`src/rtl/piso_ctrl_pkg.sv`:
```
// Shared state encodings and sizing helper for the PISO frame controller.
// Latency: n/a (declarations only).
// Backpressure: n/a.
package piso_ctrl_pkg;

    localparam logic [1:0] ST_IDLE  = 2'd0;
    localparam logic [1:0] ST_SHIFT = 2'd1;
    localparam logic [1:0] ST_GAP   = 2'd2;

    // Width needed to index n values; never below 1 bit.
    function automatic int cnt_width(input int n);
        return (n > 1) ? $clog2(n) : 1;
    endfunction

endpackage

```
`src/rtl/piso_shift_reg.sv`:
```
// Parallel-load shift register presenting its output-end bit on so.
// Latency: load/shift take effect at the next clock edge.
// Backpressure: none; the controller gates shift with the sink handshake.
module piso_shift_reg #(
    parameter int WIDTH     = 4,
    parameter bit LSB_FIRST = 1'b1
) (
    input  logic             clk,
    input  logic             rst_n,
    input  logic             load,
    input  logic             shift,
    input  logic             clear,
    input  logic [WIDTH-1:0] d,
    output logic             so
);

    logic [WIDTH-1:0] shreg;

    always_ff @(posedge clk or negedge rst_n) begin
        if (!rst_n) begin
            shreg <= '0;
        end else if (load) begin
            shreg <= d;
        end else if (clear) begin
            shreg <= '0;
        end else if (shift) begin
            // Move toward the output end, zero-filling behind.
            if (LSB_FIRST)
                shreg <= {1'b0, shreg[WIDTH-1:1]};
            else
                shreg <= {shreg[WIDTH-2:0], 1'b0};
        end
    end

    assign so = LSB_FIRST ? shreg[0] : shreg[WIDTH-1];

endmodule

```
`src/rtl/piso_frame_ctrl.sv`:
```
// Sequences load/shift of a PISO datapath into framed serial beats plus an idle gap.
// Latency: first bit appears the cycle after the word is accepted.
// Backpressure: ser_ready low freezes the beat; in_ready is low outside IDLE.
module piso_frame_ctrl
    import piso_ctrl_pkg::*;
#(
    parameter int WIDTH      = 4,
    parameter bit LSB_FIRST  = 1'b1,
    parameter int GAP_CYCLES = 1
) (
    input  logic             clk,
    input  logic             rst_n,
    input  logic             in_valid,
    input  logic [WIDTH-1:0] in_data,
    output logic             in_ready,
    output logic             ser_out,
    output logic             ser_valid,
    input  logic             ser_ready,
    output logic             frame_start,
    output logic             frame_last,
    output logic             busy,
    input  logic             abort
);

    localparam int CW = cnt_width(WIDTH);
    localparam int GW = cnt_width(GAP_CYCLES + 1);
    localparam logic [CW-1:0] CNT_LAST = CW'(WIDTH - 1);
    localparam logic [GW-1:0] GAP_LAST = GW'((GAP_CYCLES > 0) ? GAP_CYCLES - 1 : 0);

    logic [1:0]    state;
    logic [CW-1:0] cnt;
    logic [GW-1:0] gap_cnt;
    logic          accept;
    logic          beat;
    logic          abort_act;
    logic          so;

    assign in_ready  = (state == ST_IDLE);
    assign busy      = !in_ready;
    assign ser_valid = (state == ST_SHIFT);
    assign accept    = in_valid && in_ready;
    assign beat      = ser_valid && ser_ready;
    // Abort only matters mid-frame; in IDLE a same-cycle word is still taken.
    assign abort_act = abort && busy;

    piso_shift_reg #(
        .WIDTH     (WIDTH),
        .LSB_FIRST (LSB_FIRST)
    ) u_shreg (
        .clk   (clk),
        .rst_n (rst_n),
        .load  (accept),
        .shift (beat && !abort_act),
        .clear (abort_act),
        .d     (in_data),
        .so    (so)
    );

    always_ff @(posedge clk or negedge rst_n) begin
        if (!rst_n) begin
            state   <= ST_IDLE;
            cnt     <= '0;
            gap_cnt <= '0;
        end else if (abort_act) begin
            state   <= ST_IDLE;
            cnt     <= '0;
            gap_cnt <= '0;
        end else begin
            case (state)
                ST_IDLE: begin
                    if (accept) begin
                        state <= ST_SHIFT;
                        cnt   <= '0;
                    end
                end
                ST_SHIFT: begin
                    if (beat) begin
                        if (cnt == CNT_LAST) begin
                            cnt     <= '0;
                            gap_cnt <= '0;
                            state   <= (GAP_CYCLES > 0) ? ST_GAP : ST_IDLE;
                        end else begin
                            cnt <= cnt + CW'(1);
                        end
                    end
                end
                ST_GAP: begin
                    if (gap_cnt == GAP_LAST) begin
                        gap_cnt <= '0;
                        state   <= ST_IDLE;
                    end else begin
                        gap_cnt <= gap_cnt + GW'(1);
                    end
                end
                default: state <= ST_IDLE;
            endcase
        end
    end

    assign ser_out     = ser_valid && so;
    assign frame_start = ser_valid && (cnt == '0);
    assign frame_last  = ser_valid && (cnt == CNT_LAST);

endmodule

```
`config.mk`:
```
export PLATFORM = sky130hd
export DESIGN_NAME = piso_frame_ctrl
export DESIGN_NICKNAME = d
export VERILOG_FILES = /design/src/rtl/piso_ctrl_pkg.sv /design/src/rtl/piso_shift_reg.sv /design/src/rtl/piso_frame_ctrl.sv
export SDC_FILE = /design/constraint.sdc
export NUM_CORES = 1
export LEC_CHECK = 0
export ABC_AREA = 1
export CAP_MARGIN = 10
export CELL_PAD_IN_SITES_DETAIL_PLACEMENT = 1
export CELL_PAD_IN_SITES_GLOBAL_PLACEMENT = 1
export CORE_MARGIN = 2
export CORE_UTILIZATION = 33
export CTS_CLUSTER_SIZE = 14
export DETAILED_ROUTE_END_ITERATION = 10
export MAX_ROUTING_LAYER = met4
export PLACE_DENSITY_LB_ADDON = 0.1
export SYNTH_ARGS = -nofsm -noshare
export SYNTH_HDL_FRONTEND = slang
export SYNTH_SLANG_ARGS = --single-unit
```
`constraint.sdc`:
```
create_clock -name clk -period 1.9 [get_ports clk]
set_input_delay 0.19 -clock clk [delete_from_list [all_inputs] [get_ports clk]]
set_output_delay 0.19 -clock clk [all_outputs]
set_load 0.01 [all_outputs]
```
==> results of run 1 <==
worst max-delay path, stage by stage, from the launching register on:
cell and delay, ns:
dfrtp_1 0.42, nor2_4 0.18, inv_2 0.06, nor2_1 0.09, clkdlybuf4s50_1 0.54
routing by layer:
metal  global-route usage  share of wire
met3               0.0128          0.042
met5                    -              0
met4                0.103         0.0073
met2                0.263           0.55
met1                0.161           0.40
kinds of logic (layout without fill, tap and decap cells):
kind of cell / Yosys count / after routing / synth area share
DFF: 8 / 8 / 0.395
adders and majority gates: 2 / 2 / 0.0494
and+or+nand+nor: 44 / 44 / 0.435
buffers and inverters: 14 / 31 / 0.111
AOI/OAI and AO/OA: 1 / 1 / 0.00987
registers in the layout, summed over array words and instances (netlist names):
register and cells:
u_shreg.shreg 4, state 2, cnt 2
cells in the mapped netlist:
cell      number  area share
inv_2          2       0.015
nand2_4        2       0.044
ha_1           2       0.049
nand4_1        1       0.012
nand3_4        1       0.035
nand3_1        7       0.069
clkinv_2       1      0.0099
dfrtp_1        8        0.40
nand2_1       24        0.18
inv_1         10       0.074
nor2_2         1       0.012
nor2_1         5       0.037
inv_4          1       0.012
o21ai_1        1      0.0099
nor2_4         1       0.022
nand2_2        2       0.025
cells in the final DEF, fill, tap and decap left out:
cell / n
nand2_1: 24
clkdlybuf4s50_1: 14
inv_1: 10
dfrtp_1: 8
nand3_1: 7
nor2_1: 5
clkbuf_4: 3
inv_2: 2
nand2_2: 2
nand2_4: 2
ha_1: 2
nor2_4: 1
nor2_2: 1
nand3_4: 1
inv_4: 1
clkinv_2: 1
nand4_1: 1
o21ai_1: 1
power by group through the flow:
stage          Combinational, uW  Clock [uW]  Sequential, uW
5_1_grt                      575         149             279
4_1_cts                      512         139             270
6_report                     499         131             270
2_1_floorplan                325           0             264
3_3_place_gp                 502           0             271
3_5_place_dp                 509           0             273
worst max-delay path by stage:
stage / end / slack, ns
final: frame_last / 0.16
after global placement: ser_out / 0.45
after floorplan: cnt[1]$_DFFE_PN0P_ / 0.78
after global routing: frame_start / 0.01
after detailed placement: frame_last / 0.41
after CTS: frame_last / 0.13
area by class of cell:
cell class | instances | area (um^2) | share of cell area
inverter | 14 | 56.3 | 0.0817
timing repair buffer | 14 | 140 | 0.203
tap | 16 | 20.0 | 0.0290
clock buffer | 3 | 22.5 | 0.0327
sequential | 8 | 200 | 0.290
multi-input combinational | 47 | 250 | 0.363
per-stage QoR:
| stage | cell area, um^2 | setup WS [ns] |
|---|---|---|
| after global placement | 667 | 0.451 |
| final | 689 | 0.161 |
| after global routing | 689 | 0.0139 |
| after CTS | 689 | 0.133 |
| after floorplan | 507 | 0.781 |
| after detailed placement | 667 | 0.413 |
==> impl_metrics.py, run 1 <==
metrics = {
    "die": {
        "core_region_area_um2": 1470,
        "dieArea_um2": 1860,
        "chipHeight_um": 43.2,
        "die_width_um": 43.2,
        "core.rowCount": 14,
        "io_pins": 15,
        "initial_core_util": 0.344,
    },
    "timing": {
        "maxSlewViolCount": 0,
        "hold_viol_final": 0,
        "finalClockSkew_ns": 0.00248,
        "report.final.setup_viol": 0,
        "worst_pin_slew_ns": 0.376,
        "timing.final.crit_share": 0.915,
        "tns_ns": 0,
        "maxSlewHeadroom": 0.749,
        "min_period_ns": 1.74,
        "holdWs_ns": 0.218,
        "fmax_mhz": 575,
        "grt_setup_unrepaired": "false",
    },
    "synth": {
        "avgSynthCellArea_um2": 7.34,
        "ys_ff_latch": 8,
        "ys_types": 16,
        "yosysWarnings": 0,
        "synth_nets": 80,
        "syn-cell-area_um2": 507,
        "synth_cells": 69,
        "yosysSeqAreaShare": 0.395,
    },
    "cts": {
        "numCtsBuffers": 3,
        "cts_tree": "yes",
        "cts_root_buffer": "clkbuf_4",
        "ctsHtreeMaxLevel": 1,
        "cts.path.max_buffers": 2,
        "cts_hold_buf": 0,
        "path_clk_slew_ns": 0.05,
        "cts_resized": 0,
        "insertion_delay_ns": 0.25,
        "clock_sinks": 8,
        "postCtsSetupBuffers": 0,
    },
    "setup_path": {
        "startpoint": "state[1]$_DFFE_PN0P_",
        "rr_endpoint": "u_shreg.shreg[1]$_DFFE_PN0P_",
        "crit_arrival_ns": 1.55,
        "cp.required_ns": 1.71,
        "crit_type": "flop to primary output",
        "reg2reg_depth": 6,
        "crit_fanout": 5,
        "timing.rr.start": "state[1]$_DFFE_PN0P_",
        "start_kind": "flop",
        "end_kind": "primary output",
        "rrSetupSlack_ns": 0.75,
    },
    "grt": {
        "grt_max_degree": 9,
        "grt-ovfl-total": 0,
        "grt_usage": 0.152,
        "antenna_found_initial": 0,
        "grt_pass1_wl_um": 2020,
        "grt_pass1_vias": 502,
    },
    "worst_hold_path": {
        "hold_path.class": "input pin to asynchronous set/reset pin",
    },
    "layout": {
        "syn_to_final_growth_pct": 36.0,
        "drive_gt1_frac": 0.163,
        "diodes": 0,
        "fillers": 185,
        "nNetsFinal": 99,
        "fin_util": 0.469,
        "final_cells": 102,
    },
    "placement": {
        "dp_cells": 99,
        "gp_congestion": 0.692,
        "dpl.hpwl_um": 895,
        "port-buffer-count": 14,
    },
    "detailed_routing": {
        "vias": 471,
        "wl_per_cell_um": 10.7,
        "dr.pass1.iters": 1,
        "dr.first_iter.drc_count": 0,
        "vias_per_cell": 4.62,
        "drc": 0,
        "wirelength_um": 1090,
        "ant_nets": 0,
    },
    "power": {
        "p_total_uw": 899,
        "p_int_uw": 521,
        "leakage_uw": 0.000377,
        "power_frac_clock": 0.145,
        "combPwrFrac": 0.555,
        "p_per_area_nw_per_um2": 1300,
        "p_sw_uw": 378,
        "p_seq_frac": 0.300,
        "peakVddDrop_uv": 533,
        "switching_share": 0.420,
    },
    "job": {
        "cap_violations": 0,
    },
    "run_status": {
        "status": "completed",
    },
}
Note: power is estimated with default switching activity, not from simulation.
==> run 2, diff against run 1 <==
Settings changed: CELL_PAD_IN_SITES_DETAIL_PLACEMENT 1 to default, CELL_PAD_IN_SITES_GLOBAL_PLACEMENT 1 to default, CORE_AREA from default to 2 2 39 41, CORE_MARGIN 2 to default, CORE_UTILIZATION 33 to default, DIE_AREA from default to 0 0 41 43, GPL_TIMING_DRIVEN from default to 0, PLACE_DENSITY from default to 0.67, PLACE_DENSITY_LB_ADDON 0.1 to default.
==> run 2 against run 1 <==
Clock skew barely moved. Clock power is essentially flat. Core utilization increased by 3.0 points. Register-to-register slack about the same. Hold slack improved by 0.0059 ns. Setup slack better by 0.0086 ns. Combinational power hardly changed. Critical endpoint is now ser_out.
==> impl_metrics.py, run 2 (synthesis gave the netlist of run 1 again) <==
metrics = {
    "die": {
        "io_pins": 15,
        "chipHeight_um": 43,
        "initial_core_util": 0.366,
        "core_region_area_um2": 1380,
        "core.rowCount": 14,
        "die_width_um": 41,
        "dieArea_um2": 1760,
    },
    "layout": {
        "largest_reg_flops": 4,
        "syn_to_final_growth_pct": 36.0,
        "nNetsFinal": 99,
        "fillers": 146,
        "layout_commonest_cell": "nand2_1",
        "diodes": 0,
        "regMostFlops": "u_shreg.shreg",
        "reg_top3": "u_shreg.shreg (4), cnt (2), state (2)",
        "final_cell_mix": "nand2_1 (24), clkdlybuf4s50_1 (14), inv_1 (10)",
        "regArea_um2": 200,
        "drive_gt1_frac": 0.163,
        "multi_input_area_um2": 250,
    },
    "detailed_routing": {
        "vias": 460,
        "top_layer": "met4",
        "drc": 0,
        "vias_per_cell": 4.51,
        "dr.pass1.iters": 4,
        "ant_nets": 0,
        "wl_met1_um": 440,
        "route.met2.wl_um": 445,
        "wl_per_cell_um": 9.51,
        "wirelength_um": 970,
        "dr.first_iter.drc_count": 7,
        "wl_met3_um": 58,
    },
    "grt": {
        "grt_max_degree": 9,
        "antenna_found_initial": 0,
        "grt_pass1_wl_um": 1740,
        "grt_pass1_vias": 437,
        "grt_usage": 0.158,
        "grt-ovfl-total": 0,
    },
    "setup_path": {
        "reg2reg_depth": 6,
        "end_kind": "primary output",
        "cp.required_ns": 1.71,
        "rr_endpoint": "u_shreg.shreg[1]$_DFFE_PN0P_",
        "start_kind": "flop",
        "crit_type": "flop to primary output",
        "startpoint": "state[1]$_DFFE_PN0P_",
        "crit_fanout": 5,
        "rrSetupSlack_ns": 0.75,
        "timing.rr.start": "state[0]$_DFFE_PN0P_",
        "crit_arrival_ns": 1.54,
    },
    "cts": {
        "cts_tree": "yes",
        "cts_hold_buf": 0,
        "cts.path.max_buffers": 2,
        "cts_root_buffer": "clkbuf_4",
        "insertion_delay_ns": 0.25,
        "path_clk_slew_ns": 0.05,
        "ctsHtreeMaxLevel": 1,
        "numCtsBuffers": 3,
        "cts_resized": 0,
        "postCtsSetupBuffers": 0,
        "clock_sinks": 8,
    },
    "timing": {
        "timing.final.crit_share": 0.911,
        "worst_pin_slew_ns": 0.385,
        "min_period_ns": 1.73,
        "fmax_mhz": 578,
        "maxSlewViolCount": 0,
        "grt_setup_unrepaired": "false",
        "report.final.setup_viol": 0,
        "holdWs_ns": 0.224,
        "finalClockSkew_ns": 0.00202,
        "hold_viol_final": 0,
        "maxSlewHeadroom": 0.743,
        "tns_ns": 0,
    },
    "power": {
        "peakVddDrop_uv": 558,
        "p_per_area_nw_per_um2": 1300,
        "leakage_uw": 0.000377,
    },
    "job": {
        "cap_violations": 0,
    },
    "placement": {
        "port-buffer-count": 14,
        "gp_congestion": 0.740,
        "dpl.hpwl_um": 740,
    },
    "worst_hold_path": {
        "hold_path.class": "input pin to asynchronous set/reset pin",
    },
    "run_status": {
        "status": "completed",
    },
}
## run 2: per-stage QoR
stage / std cells / util / setup slack [ns] / cell area [um^2] / power, uW
after floorplan: 69 / - / 0.781 / 507 / 589
after global placement: 99 / 0.482 / 0.438 / 667 / 766
after detailed placement: 99 / 0.482 / 0.434 / 667 / 773
after CTS: 102 / 0.498 / 0.153 / 689 / 910
after global routing: 102 / 0.498 / 0.0525 / 689 / 996
final: 102 / 0.498 / 0.169 / 689 / 896
## run 2: worst max-delay path, stage by stage (launching register included)
cell and delay, ns:
dfrtp_1 0.42, nor2_4 0.17, inv_2 0.07, nor2_1 0.08
clkdlybuf4s50_1 0.54
## run 2: how the worst max path moves through the flow
stage,endpoint,slack (ns),cells past startpoint
4_1_cts,frame_start,0.15,4
3_3_place_gp,ser_out,0.44,4
2_1_floorplan,cnt[1]$_DFFE_PN0P_,0.78,6
5_1_grt,frame_start,0.05,5
6_report,ser_out,0.17,4
3_5_place_dp,ser_out,0.43,4
## run 2: power by group
| part | total, uW | leakage, uW | switching, uW | internal (uW) |
|---|---|---|---|---|
| Combinational | 500 | 0.000258 | 280 | 220 |
| Sequential | 268 | 0.000105 | 38.1 | 230 |
| Clock | 129 | 0.0000138 | 56.6 | 72.2 |
## run 2: routing by layer
| metal | track usage | vias up |
|---|---|---|
| met5 | - | - |
| met4 | 0.120 | 0 |
| met3 | 0.0471 | 4 |
| met2 | 0.213 | 15 |
| met1 | 0.191 | 193 |
| li1 | - | 248 |
## run 2: layout make-up
cell class / count / area share
Inverter: 14 / 0.0817
Timing Repair Buffer: 14 / 0.203
Clock buffer: 3 / 0.0327
Tap cell: 16 / 0.0290
Multi-Input combinational cell: 47 / 0.363
Sequential cell: 8 / 0.290
